<file path="config.mk">
export PLATFORM = sky130hd
export DESIGN_NAME = snax_alu_out_buffer_flat
export DESIGN_NICKNAME = d
export VERILOG_FILES = /design/src/rtl/snax_alu_out_buffer_if.sv /design/src/rtl/snax_alu_out_buffer.sv /design/src/flat_wrapper.sv
export SDC_FILE = /design/constraint.sdc
export NUM_CORES = 1
export LEC_CHECK = 0
export ABC_AREA = 1
export ABC_CLOCK_PERIOD_IN_PS = 2000
export CORE_ASPECT_RATIO = 2
export CORE_MARGIN = 2
export CORE_UTILIZATION = 53
export CTS_BUF_LIST = sky130_fd_sc_hd__clkbuf_8
export CTS_CLUSTER_DIAMETER = 30
export CTS_CLUSTER_SIZE = 25
export DETAILED_ROUTE_END_ITERATION = 12
export PLACE_DENSITY = 0.76
export SLEW_MARGIN = 40
export SYNTH_ARGS = -nofsm -noshare
export SYNTH_HDL_FRONTEND = slang
export SYNTH_SLANG_ARGS = --single-unit
export TNS_END_PERCENT = 1
</file>
<file path="constraint.sdc">
create_clock -name clk_i -period 2 [get_ports clk_i]
set_clock_uncertainty 0.2 [all_clocks]
set_input_delay 0.4 -clock clk_i [delete_from_list [all_inputs] [get_ports clk_i]]
set_output_delay 0.4 -clock clk_i [all_outputs]
set_load 0.02 [all_outputs]
</file>
<file path="src/rtl/snax_alu_out_buffer_if.sv">
// Valid/ready stream bundle used on both sides of the SNAX ALU output buffer.
interface snax_alu_out_buffer_if #(
  parameter int unsigned Width = 128
) ();
  logic [Width-1:0] data;
  logic             valid;
  logic             ready;

  modport master (output data, output valid, input  ready);
  modport slave  (input  data, input  valid, output ready);
endinterface

</file>
<file path="src/rtl/snax_alu_out_buffer.sv">
// SNAX ALU output buffer: FIFO between PE results and the streamer write port, with job counting.
// Optional feature macro: SNAX_ALU_OUT_PREFIX_SUM_EN (stores a running sum of the job's results).
module snax_alu_out_buffer #(
  parameter int unsigned DataWidth = 64,
  parameter int unsigned Depth     = 4
) (
  input  logic                         clk_i,
  input  logic                         rst_ni,
  input  logic                         start_i,
  input  logic [31:0]                  num_elem_i,
  snax_alu_out_buffer_if.slave         c,
  output logic                         acc_ready_o,
  snax_alu_out_buffer_if.master        out,
  output logic                         busy_o,
  output logic                         done_o,
  output logic [31:0]                  count_o
);
  localparam int unsigned OutWidth = 2 * DataWidth;
  localparam int unsigned PtrWidth = $clog2(Depth);
  localparam int unsigned CntWidth = PtrWidth + 1;

  typedef enum logic [1:0] {Idle, Run, Drain} state_e;

  state_e               state_q, state_d;
  logic                 done_q, done_d;
  logic                 start_job;
  logic [31:0]          target_q, count_q;
  logic [CntWidth-1:0]  wr_ptr_q, rd_ptr_q;
  logic [OutWidth-1:0]  mem_q [Depth];
  logic [OutWidth-1:0]  wr_data;
  logic                 full, empty, c_ready_c, push, pop;

  // Pointer MSB is the wrap bit distinguishing full from empty.
  assign full  = (wr_ptr_q[PtrWidth] != rd_ptr_q[PtrWidth]) &&
                 (wr_ptr_q[PtrWidth-1:0] == rd_ptr_q[PtrWidth-1:0]);
  assign empty = (wr_ptr_q == rd_ptr_q);

  // Ready depends on registered state only, so the PE may derive valid from it.
  assign c_ready_c   = (state_q == Run) && !full;
  assign c.ready     = c_ready_c;
  assign acc_ready_o = c_ready_c;
  assign push        = c.valid && c_ready_c;
  assign pop         = !empty && out.ready;

  assign out.valid = !empty;
  assign out.data  = mem_q[rd_ptr_q[PtrWidth-1:0]];
  assign busy_o    = (state_q != Idle);
  assign done_o    = done_q;
  assign count_o   = count_q;

`ifdef SNAX_ALU_OUT_PREFIX_SUM_EN
  logic [OutWidth-1:0] acc_q;

  assign wr_data = acc_q + c.data;

  always_ff @(posedge clk_i or negedge rst_ni) begin
    if (!rst_ni) begin
      acc_q <= '0;
    end else if (start_job) begin
      acc_q <= '0;
    end else if (push) begin
      acc_q <= wr_data;
    end
  end
`else
  assign wr_data = c.data;
`endif

  // Job sequencing.
  always_comb begin
    state_d   = state_q;
    done_d    = 1'b0;
    start_job = 1'b0;
    unique case (state_q)
      Idle: begin
        if (start_i) begin
          if (num_elem_i != 32'd0) begin
            state_d   = Run;
            start_job = 1'b1;
          end else begin
            done_d = 1'b1;
          end
        end
      end
      Run: begin
        if (push && (count_q == target_q - 32'd1)) state_d = Drain;
      end
      Drain: begin
        if (empty) begin
          state_d = Idle;
          done_d  = 1'b1;
        end
      end
      default: state_d = Idle;
    endcase
  end

  always_ff @(posedge clk_i or negedge rst_ni) begin
    if (!rst_ni) begin
      state_q  <= Idle;
      done_q   <= 1'b0;
      target_q <= '0;
      count_q  <= '0;
    end else begin
      state_q <= state_d;
      done_q  <= done_d;
      if (start_job) begin
        target_q <= num_elem_i;
        count_q  <= '0;
      end else if (push) begin
        count_q <= count_q + 32'd1;
      end
    end
  end

  // FIFO storage and pointers; reset discards any buffered data.
  always_ff @(posedge clk_i or negedge rst_ni) begin
    if (!rst_ni) begin
      wr_ptr_q <= '0;
      rd_ptr_q <= '0;
      for (int unsigned i = 0; i < Depth; i++) mem_q[i] <= '0;
    end else begin
      if (push) begin
        mem_q[wr_ptr_q[PtrWidth-1:0]] <= wr_data;
        wr_ptr_q <= wr_ptr_q + CntWidth'(1);
      end
      if (pop) rd_ptr_q <= rd_ptr_q + CntWidth'(1);
    end
  end
endmodule
</file>
<file path="src/flat_wrapper.sv">
// flat-port wrapper written by rule: the top's interface ports become plain ports
module snax_alu_out_buffer_flat 
#(
  parameter int unsigned DataWidth = 64,
  parameter int unsigned Depth     = 4
)
  (clk_i, rst_ni, start_i, num_elem_i, acc_ready_o, busy_o, done_o, count_o, c_data, c_valid, c_ready, out_data, out_valid, out_ready);
  snax_alu_out_buffer_if c_i ();
  snax_alu_out_buffer_if out_i ();
  input  logic clk_i;
  input  logic rst_ni;
  input  logic start_i;
  input  logic [31:0] num_elem_i;
  output logic acc_ready_o;
  output logic busy_o;
  output logic done_o;
  output logic [31:0] count_o;
  input wire logic [$bits(c_i.data)-1:0] c_data;
  input wire logic [$bits(c_i.valid)-1:0] c_valid;
  output wire logic [$bits(c_i.ready)-1:0] c_ready;
  output wire logic [$bits(out_i.data)-1:0] out_data;
  output wire logic [$bits(out_i.valid)-1:0] out_valid;
  input wire logic [$bits(out_i.ready)-1:0] out_ready;
  assign c_i.data = c_data;
  assign c_i.valid = c_valid;
  assign c_ready = c_i.ready;
  assign out_data = out_i.data;
  assign out_valid = out_i.valid;
  assign out_i.ready = out_ready;
  snax_alu_out_buffer #(.DataWidth(DataWidth), .Depth(Depth)) u_core (.clk_i(clk_i), .rst_ni(rst_ni), .start_i(start_i), .num_elem_i(num_elem_i), .c(c_i), .acc_ready_o(acc_ready_o), .out(out_i), .busy_o(busy_o), .done_o(done_o), .count_o(count_o));
endmodule
</file>
==> out/metrics.cfg, run 1 <==
[clocking]
h-tree-depth=3
clk_pin_slew_ns=0.08
cts-root-buf=clkbuf_8
cts_tree=done
numCtsBuffers=80
clock_path_buffers=3
clkLatencyLatePin_ns=0.68
cts.sinks=585

[global_route]
use_met2=0.5660
met3_usage=0.07377
grt_pass1_vias=24780
antenna_found_initial=9
grt_pass1_wl_um=133700
grt_max_degree=83
overflow=0
grt-busiest-layer=met2
grtUsageMet1=0.3372
groute.usage.overall=0.3218

[synth]
syn_avg_cell_area_um2=10.82
ys_warn_count=0
yosys.cell_count.top_type=dfrtp_1
syn_inst=2549
synthesis.nets=2721
yosys.area.top_type=dfrtp_1
synth_top_area_frac=0.5307
synth_ff_type=dfrtp_1
synthTopCellsByCount=dfrtp_1 (585), mux2_2 (491), nor2_1 (360), o21ai_0 (296), nand2_1 (240)
seq_area_frac_synth=0.5307
yosys-top-cells-area=dfrtp_1 (53%), mux2_2 (20%), o21ai_0 (5.4%)
synth_edf_count=0
netlist_area_mm2=0.02759
async_reset_ff_frac=1.000
synth_seq_cells=585
yosysUniqueCellTypes=38

[setup_path]
cpMaxStageDelayCell=dfrtp_4
r2r_cells=10
startpoint_type=flop
reg2reg_to=u_core.mem_q[354]
crit_fanout=18
worstPathRequired_ns=1.40
ff2ff_setup_slack_ns=-0.59
crit_buf_inv=3
slowest_delay_ns=0.57
reg2reg_from=u_core.rd_ptr_q[1]
worstSetupPathType=reg2out
critical_path_arrival_ns=2.26
path_cells=buf_8 -> buf_12 -> o21ai_0 -> o22ai_2 -> buf_6
endpoint_kind=primary output
cp_top_family=flip-flops

[timing]
period_share=1.430
worst_slack_ns=-0.8602
max_freq_mhz=349.6
hold_viol_final=0
report.final.setup_viol=741
tightest_slew_ns=0.5528
final.min_clock_period_ns=2.860
slew_headroom=0.6314
drv_slew=0
hold_ws_ns=0.1329
rsz0062_at_grt=yes

[placement]
dp_hpwl_um=61620
gp_congestion=0.9671
dp_cells=3727
numPortBuffers=329
placed_area_mm2=0.03517

[run_status]
status=complete, but fails checks
violations=negative setup slack

[final_layout]
drive_gt1_frac=0.4372
final_area_mm2=0.03889
utilization=0.7527
stdcell_count=3912
fin_nets=3348
synthToLayoutAreaGrowth_pct=41.00
fill_cells=3300

[drt]
wl_per_cell_um=23.59
drt_iter0_drc=1468
dr.pass1.iters=5
viasPerCell=5.897
vias=23070
ant_nets=0
drc_errors=0
routed_wl_um=92300

[pwr]
leakage_nw=17.24
peakVddDrop_mv=1.527
report.power.total_mw=72.41
powerDensity_mw_per_mm2=1862

[floorplan]
core_area_mm2=0.05167
die-area_mm2=0.05400
ios=330
start_util=0.5338
die_w_um=165.3
rows=118
die_y_um=326.6

[hold_path]
hp-class=in2async

[flow_run]
maxCapViolCount=0

[power breakdown]
part | switching, mW | internal [mW]
clock network | 5.31 | 5.25
registers | 3.92 | 17.6
logic | 19.8 | 20.5
[tightest hold or removal path: cells and delay by family]
| kind | cells | cell delay [ns] |
|---|---|---|
| buf+inv | 3 | 0.93 |
[timing repair]
item	CTS	global route
hold buffers	2	0
gates cloned	2	14
endpoints found under the hold margin	548	0
resized for setup	722	493
endpoints found under the setup margin	745	747
setup buffers	4	7
pin swaps	36	25
[cell usage in the layout (no fill, tap or decap), drive strengths merged, types with 5 or more instances in the layout]
cell | Yosys | layout
a21oi | 10 | 10
buf | 73 | 493
bufinv | 0 | 7
clkbuf | 86 | 104
clkdlybuf4s50 | 0 | 188
clkinv | 0 | 14
dfrtp | 585 | 585
diode | 0 | 9
ha | 7 | 7
inv | 75 | 113
mux2 | 512 | 512
nand2 | 241 | 241
nand3 | 46 | 46
nand3b | 5 | 5
nand4 | 16 | 16
nor2 | 367 | 367
nor3 | 21 | 21
nor4 | 15 | 15
o21ai | 296 | 296
o22ai | 128 | 128
xnor2 | 17 | 17
xor2 | 39 | 39
[per-stage QoR]
stage	setup slack, ns	setup TNS (ns)
after floorplan	-0.04168	-9.211
after global placement	-0.7606	-343.73
after detailed placement	-0.8742	-359.14
after CTS	-0.8943	-476.02
after global routing	-0.8905	-416.99
final	-0.8602	-369.08
[kinds of logic (layout without fill, tap and decap cells)]
kind of cell / Yosys count / count (layout) / synth area share
fa+ha+maj: 7 / 7 / 0.003175
mux: 512 / 512 / 0.2090
flops: 585 / 585 / 0.5307
buf+inv: 234 / 928 / 0.04649
compound gates: 440 / 440 / 0.08623
xor+xnor: 57 / 57 / 0.01860
other cells: 0 / 9 / 0
simple gates: 714 / 714 / 0.1058
[cell type report]
type | instances | area (um^2) | area share
multi-input combinational | 1730 | 13610 | 0.3499
timing repair buffer | 704 | 7632 | 0.1962
inverter | 75 | 295.3 | 0.007592
sequential | 585 | 14660 | 0.3769
clock buffer | 86 | 1184 | 0.03043
tap | 660 | 825.8 | 0.02123
antenna | 9 | 22.52 | 0.0005790
clock inverter | 63 | 669.4 | 0.01721
[metal layers]
metal / up-vias / routed length (um)
li1: 10090 / -
met5: - / 0
met1: 11780 / 32100
met4: 0 / 6214
met3: 313 / 5924
met2: 891 / 48050
[how the worst max path moves through the flow]
stage                            start            endpoint  slack (ns)  depth (start not counted)
global placement        num_elem_i[17]   u_core.count_o[5]       -0.76                          8
finish              u_core.rd_ptr_q[0]         out_data[2]       -0.86                          5
global route        u_core.rd_ptr_q[0]         out_data[2]       -0.89                          5
floorplan           u_core.rd_ptr_q[0]        out_data[18]       -0.04                          6
CTS                 u_core.rd_ptr_q[1]        out_data[86]       -0.89                          5
detailed placement      num_elem_i[21]  u_core.count_o[25]       -0.87                          7
[flip-flops by register name, indices dropped and copies added (netlist names)]
signal,cells
u_core.count_o,32
u_core.done_o,1
u_core.mem_q,512
u_core.rd_ptr_q,3
u_core.state_q,2
u_core.target_q,32
u_core.wr_ptr_q,3
Note: power is estimated with default switching activity, not from simulation.
==> run 2, diff against run 1 <==
- RECOVER_POWER: default -> 50
==> run 2 against run 1 <==
  * The run still ends with negative setup slack left
  * Non-clock buffer count is the same
  * Clock-buffer cell count is the same
  * Combinational power is essentially flat
  * Fmax grew 0.74%
  * Design area shrank 0.18%
  * Setup slack gained 0.021 ns
  * Register-to-register slack is essentially flat
  * Total power is essentially flat
  * Final cell count is essentially flat
  * Critical path depth is the same
  * Highest routed layer unchanged
==> out/metrics.cfg, run 2 (synthesized netlist as in run 1, its figures left out) <==
[pwr]
powerDensity_mw_per_mm2=1865  ; was 1862 mW/mm^2
power_switching_mw=29.07  ; was 29.04 mW
pwr-share-comb=0.556  ; about the same
p_int_mw=43.35  ; was 43.37 mW
leakage_nw=17.20  ; was 17.24 nW
peakVddDrop_mv=1.525  ; was 1.527 mV
p_clk_frac=0.146  ; about the same
power_frac_seq=0.298  ; about the same
p_sw_frac=0.4014  ; was 0.4011

[final_layout]
largest_reg_flops=512  ; unchanged
synthToLayoutAreaGrowth_pct=40.75  ; was 41.00%
stdcell_count=3913  ; was 3912
drive_gt1_frac=0.4357  ; was 0.4372
fin_nets=3348  ; unchanged
layout_commonest_cell=dfrtp_1  ; unchanged
layout_common_cells=dfrtp_1 (574), mux2_2 (320), nor2_1 (317)  ; unchanged
utilization=0.7514  ; was 0.7527
max_flop_register=u_core.mem_q  ; unchanged

[run_status]
status=complete, but fails checks  ; unchanged
violations=negative setup slack  ; unchanged

[clocking]
clock_path_buffers=3  ; unchanged
numCtsBuffers=80  ; unchanged
cts.sinks=585  ; unchanged
cts_tree=done  ; unchanged
h-tree-depth=3  ; unchanged
clk_pin_slew_ns=0.10  ; was 0.08 ns
cts-root-buf=clkbuf_8  ; unchanged
clkLatencyLatePin_ns=0.68  ; about the same

[global_route]
overflow=0  ; unchanged
groute.usage.overall=0.3218  ; unchanged
grt_pass1_wl_um=133700  ; unchanged
antenna_found_initial=9  ; unchanged
grt_pass1_vias=24780  ; unchanged
grt_max_degree=83  ; unchanged

[floorplan]
rows=118  ; unchanged
ios=330  ; unchanged
die_y_um=326.6  ; unchanged
core_area_mm2=0.05167  ; unchanged
die_w_um=165.3  ; unchanged
start_util=0.5338  ; unchanged
die-area_mm2=0.05400  ; unchanged

[timing]
slew_headroom=0.3993  ; was 0.6314
final.min_clock_period_ns=2.839  ; was 2.860 ns
drv_slew=0  ; unchanged
report.final.setup_viol=1001  ; was 741
period_share=1.420  ; was 1.430
hold_viol_final=0  ; unchanged
max_freq_mhz=352.2  ; was 349.6 MHz
worst_slack_ns=-0.8392  ; was -0.8602 ns
rsz0062_at_grt=yes  ; unchanged
fin_setup_tns_ns=-387.40  ; was -369.08 ns
tightest_slew_ns=0.9011  ; was 0.5528 ns

[placement]
dp_cells=3727  ; unchanged
gp_congestion=0.9671  ; unchanged
numPortBuffers=329  ; unchanged
dp_hpwl_um=61620  ; unchanged

[setup_path]
worstSetupPathType=reg2out  ; unchanged
critical_path_arrival_ns=2.24  ; was 2.26 ns
endpoint_kind=primary output  ; unchanged
crit_fanout=18  ; unchanged
startpoint_type=flop  ; unchanged
worstPathRequired_ns=1.40  ; about the same

[hold_path]
hp-class=in2reg  ; was in2async

[flow_run]
maxCapViolCount=0  ; unchanged

[drt]
dr.pass1.iters=5  ; unchanged
drc_errors=0  ; unchanged
wl_per_cell_um=23.57  ; was 23.59 um
ant_nets=0  ; unchanged
routed_wl_um=92210  ; was 92300 um
viasPerCell=5.890  ; was 5.897
drt_iter0_drc=1455  ; was 1468
vias=23050  ; was 23070

run 2: cell types whose count changed in the layout (fill, tap and decap cells not counted):
cell,delta
clkbuf_1,+5
buf_4,-4
buf_12,-3
clkbuf_2,+2
buf_2,+1
buf_8,-1
diode_2,+1
run 2: critical path, stage by stage (launching register included):
cell and delay [ns]:
dfrtp_4 0.57, buf_8 0.19, buf_12 0.16, o21ai_0 0.31, o22ai_2 0.17, buf_6 0.16
run 2: stage by stage:
stage / setup slack, ns / hold WS [ns] / power (mW) / cell area, um^2
2_1_floorplan: -0.04168 / -0.09559 / 41.06 / 28430
3_3_place_gp: -0.7606 / 0.09057 / 54.93 / 35170
3_5_place_dp: -0.8742 / 0.09030 / 56.42 / 35170
4_1_cts: -0.8943 / 0.09613 / 68.13 / 37330
5_1_grt: -0.8905 / 0.1738 / 75.76 / 38820
6_report: -0.8392 / 0.1848 / 72.42 / 38830
run 2: repair_timing:
action / 4_1_cts / 5_1_grt
pin swaps: 36 / 25
endpoints found under the setup margin: 745 / 747
gates cloned: 2 / 14
setup buffers: 4 / 7
hold buffers: 2 / 0
endpoints found under the hold margin: 548 / 0
resized for setup: 722 / 493
run 2: area by class of cell:
cell class / count / area [um^2]
Multi-Input combinational cell: 1730 / 13610
Clock inverter: 63 / 669.4
Clock buffer: 86 / 1184
Inverter: 75 / 295.3
Sequential cell: 585 / 14660
Timing Repair Buffer: 704 / 7561
Antenna cell: 10 / 25.02
Tap cell: 660 / 825.8
Fill cell: 3314 / 12850
run 2: metal layers:
metal  wire [um]  GRT usage  vias to the layer above
met4        6156     0.2136                        0
met5           0          0                        -
li1            -          -                    10090
met2       48110     0.5660                      886
met1       32000     0.3372                    11760
met3        5945    0.07377                      311
run 2: worst paths after layout:
kind,slack [ns],to,start,cells past startpoint
setup reg to reg,-0.60,u_core.mem_q[354],u_core.rd_ptr_q[1],10
hold / removal,0.18,u_core.mem_q[266],c_data[10],2
max in group asynchronous,-0.14,u_core.mem_q[461],rst_ni,4
setup / recovery,-0.84,out_data[2],u_core.rd_ptr_q[0],5
min in group asynchronous,0.63,u_core.mem_q[365],rst_ni,3
hold reg to reg,0.29,u_core.mem_q[277],u_core.mem_q[277],1
run 2: power by group through the flow:
stage	Combinational, mW	Clock (mW)	Sequential, mW
global route	42.5	11.2	22.1
finish	40.3	10.6	21.6
detailed placement	35.4	0	21.0
CTS	36.5	10.7	20.9
global placement	34.4	0	20.5
floorplan	21.0	0	20.1
==> edit: new RTL, config.mk and constraints of run 1 <==
The 3 states of `state_e` get a one-hot encoding in 3 bits.
--- a/src/rtl/snax_alu_out_buffer.sv
+++ b/src/rtl/snax_alu_out_buffer.sv
@@ -20,5 +20,5 @@
   localparam int unsigned CntWidth = PtrWidth + 1;
 
-  typedef enum logic [1:0] {Idle, Run, Drain} state_e;
+  typedef enum logic [2:0] {Idle = 3'b001, Run = 3'b010, Drain = 3'b100} state_e;
 
   state_e               state_q, state_d;
Formal check against the unedited RTL: same outputs for any inputs over 4 cycles, from zero or initial values and one cycle with rst_ni low; so few cycles prove little.
==> edit against run 1 <==
The flow still finishes with violations (negative setup slack). Via count down 0.75%. Register-to-register slack worse by 80 ps. Total power down 11%. Sequential cell count up 1. Die area up 0.71%. Setup slack better by 34 ps. Global-route usage down 0.30 points. Cell area down 2.6%. Wire length down 4.0%. Synthesized area up 0.73%. Combinational power down 17%. Utilization down 2.1 points. Cell count up 1.1%.
==> edit: results (changes against run 1) <==
- CLK BUF: 93 (+8.1%)
- Reg2reg path depth: 16 (+6)
- Top cells by area, synth: dfrtp_1 (53%), mux2_2 (13%), mux2_1 (8.2%), o21ai_0 (5.4%), nor2_1 (5.1%)
- Synthesized area per cell: 10.6 um^2 (-1.7%)
- Status: finished, violations left
- Pwr/cell area: 1700 nW/um^2 (-8.8%)
- Clock-cell share of area: 5.43% (+0.67 points)
- Area after DPL: 34700 um^2 (-1.3%)
- Buffers excl. clock: 676 (-4.0%)
- Register area: 14700 um^2 (+0.21%)
- Non-clk invs: 90 (+20%)
- Post-synth top cells: dfrtp_1 (585), nor2_1 (375), mux2_2 (310)
- Largest net degree at the start of global routing: 85 (+2.4%)
- Failing checks: negative setup slack
- Pre-CTS setup slack: -646 ps (+228 ps)
- Die width: 166 um (+0.35%)
- Share of cells above drive strength 1: 35.8% (-7.9 points)
- CTS buffer count: 84 (+5.0%)
- Post-layout nets: 3387 (+1.2%)
- Antenna violations before repair: 10 (+1)
- R2r setup slk: -670 ps (-80 ps)
- Initial DRC count: 1350 (-8.0%)
- Placed Cells: 3760 (+0.89%)
- First-pass GRT wire length: 136000 um (+1.8%)
- Endpoints failing setup: 688 (-7.2%)
- Worst VDD drop: 0.00144 V (-5.4%)
- Post-synthesis sequential area ratio: 52.8% (-0.29 points)
- Vias per cell: 5.79 (-1.8%)
- Total routed wirelength: 88600 um (-4.0%)
- Final hold slack: 155 ps (+22.1 ps)
- Netlist cell types: 44 (+16%)
- Non-clock buffer share: 19.0% (-0.65 points)
- Total number of vias: 22900 (-0.75%)
- CTS Sinks: 586 (+0.17%)
- Relative slew slack: 65.0% (+1.9 points)
- Post-route setup slack: -826 ps (+34.2 ps)
- Cts repair resizes: 613 (-15%)
- CP Max Fanout: 8 (-10)
- WP data arrival: 2230 ps (-30 ps)
- Router iterations before antenna repair: 8 (+3)
- Mapped Nets: 2784 (+2.3%)
- Leakage: 17.8 nW (+3.1%)
- Worst min path class: primary input to flop
- Crit path to: out_data[123]
- Post-CTS Setup Bufs: 7 (+3)
edit: cell count changes after synthesis, moves of 5 or more:
cell     change
mux2_1     +181
xor2_1       -8
nor4_1       -7
buf_8       -21
nand2_1     +29
mux2_2     -181
buf_6       +21
nor2_2       +5
inv_1       +13
nand3_1      +6
nor2_1      +15
edit: kinds of logic after synthesis:
logic type,share of synthesized area [%]
xor gates and xnor gates,1.42
adders and majority gates,0.315
DFF,52.8
AOI/OAI and AO/OA,8.69
and+or+nand+nor,11.5
buffers and inverters,4.56
muxes,20.8
edit: power breakdown:
group          total [mW]  internal, mW  switching (mW)
Sequential           19.6          16.6            3.02
Clock                11.5          6.24            5.24
Combinational        33.3          15.9            17.4
edit: per-layer routing:
metal	up-vias	track usage (%)	share of wire (%)
li1	10200	-	-
met1	11600	34.0	36
met2	830	58.1	53
met3	279	5.10	4.7
met4	2	20.7	6.6
met5	-	0	0.0090
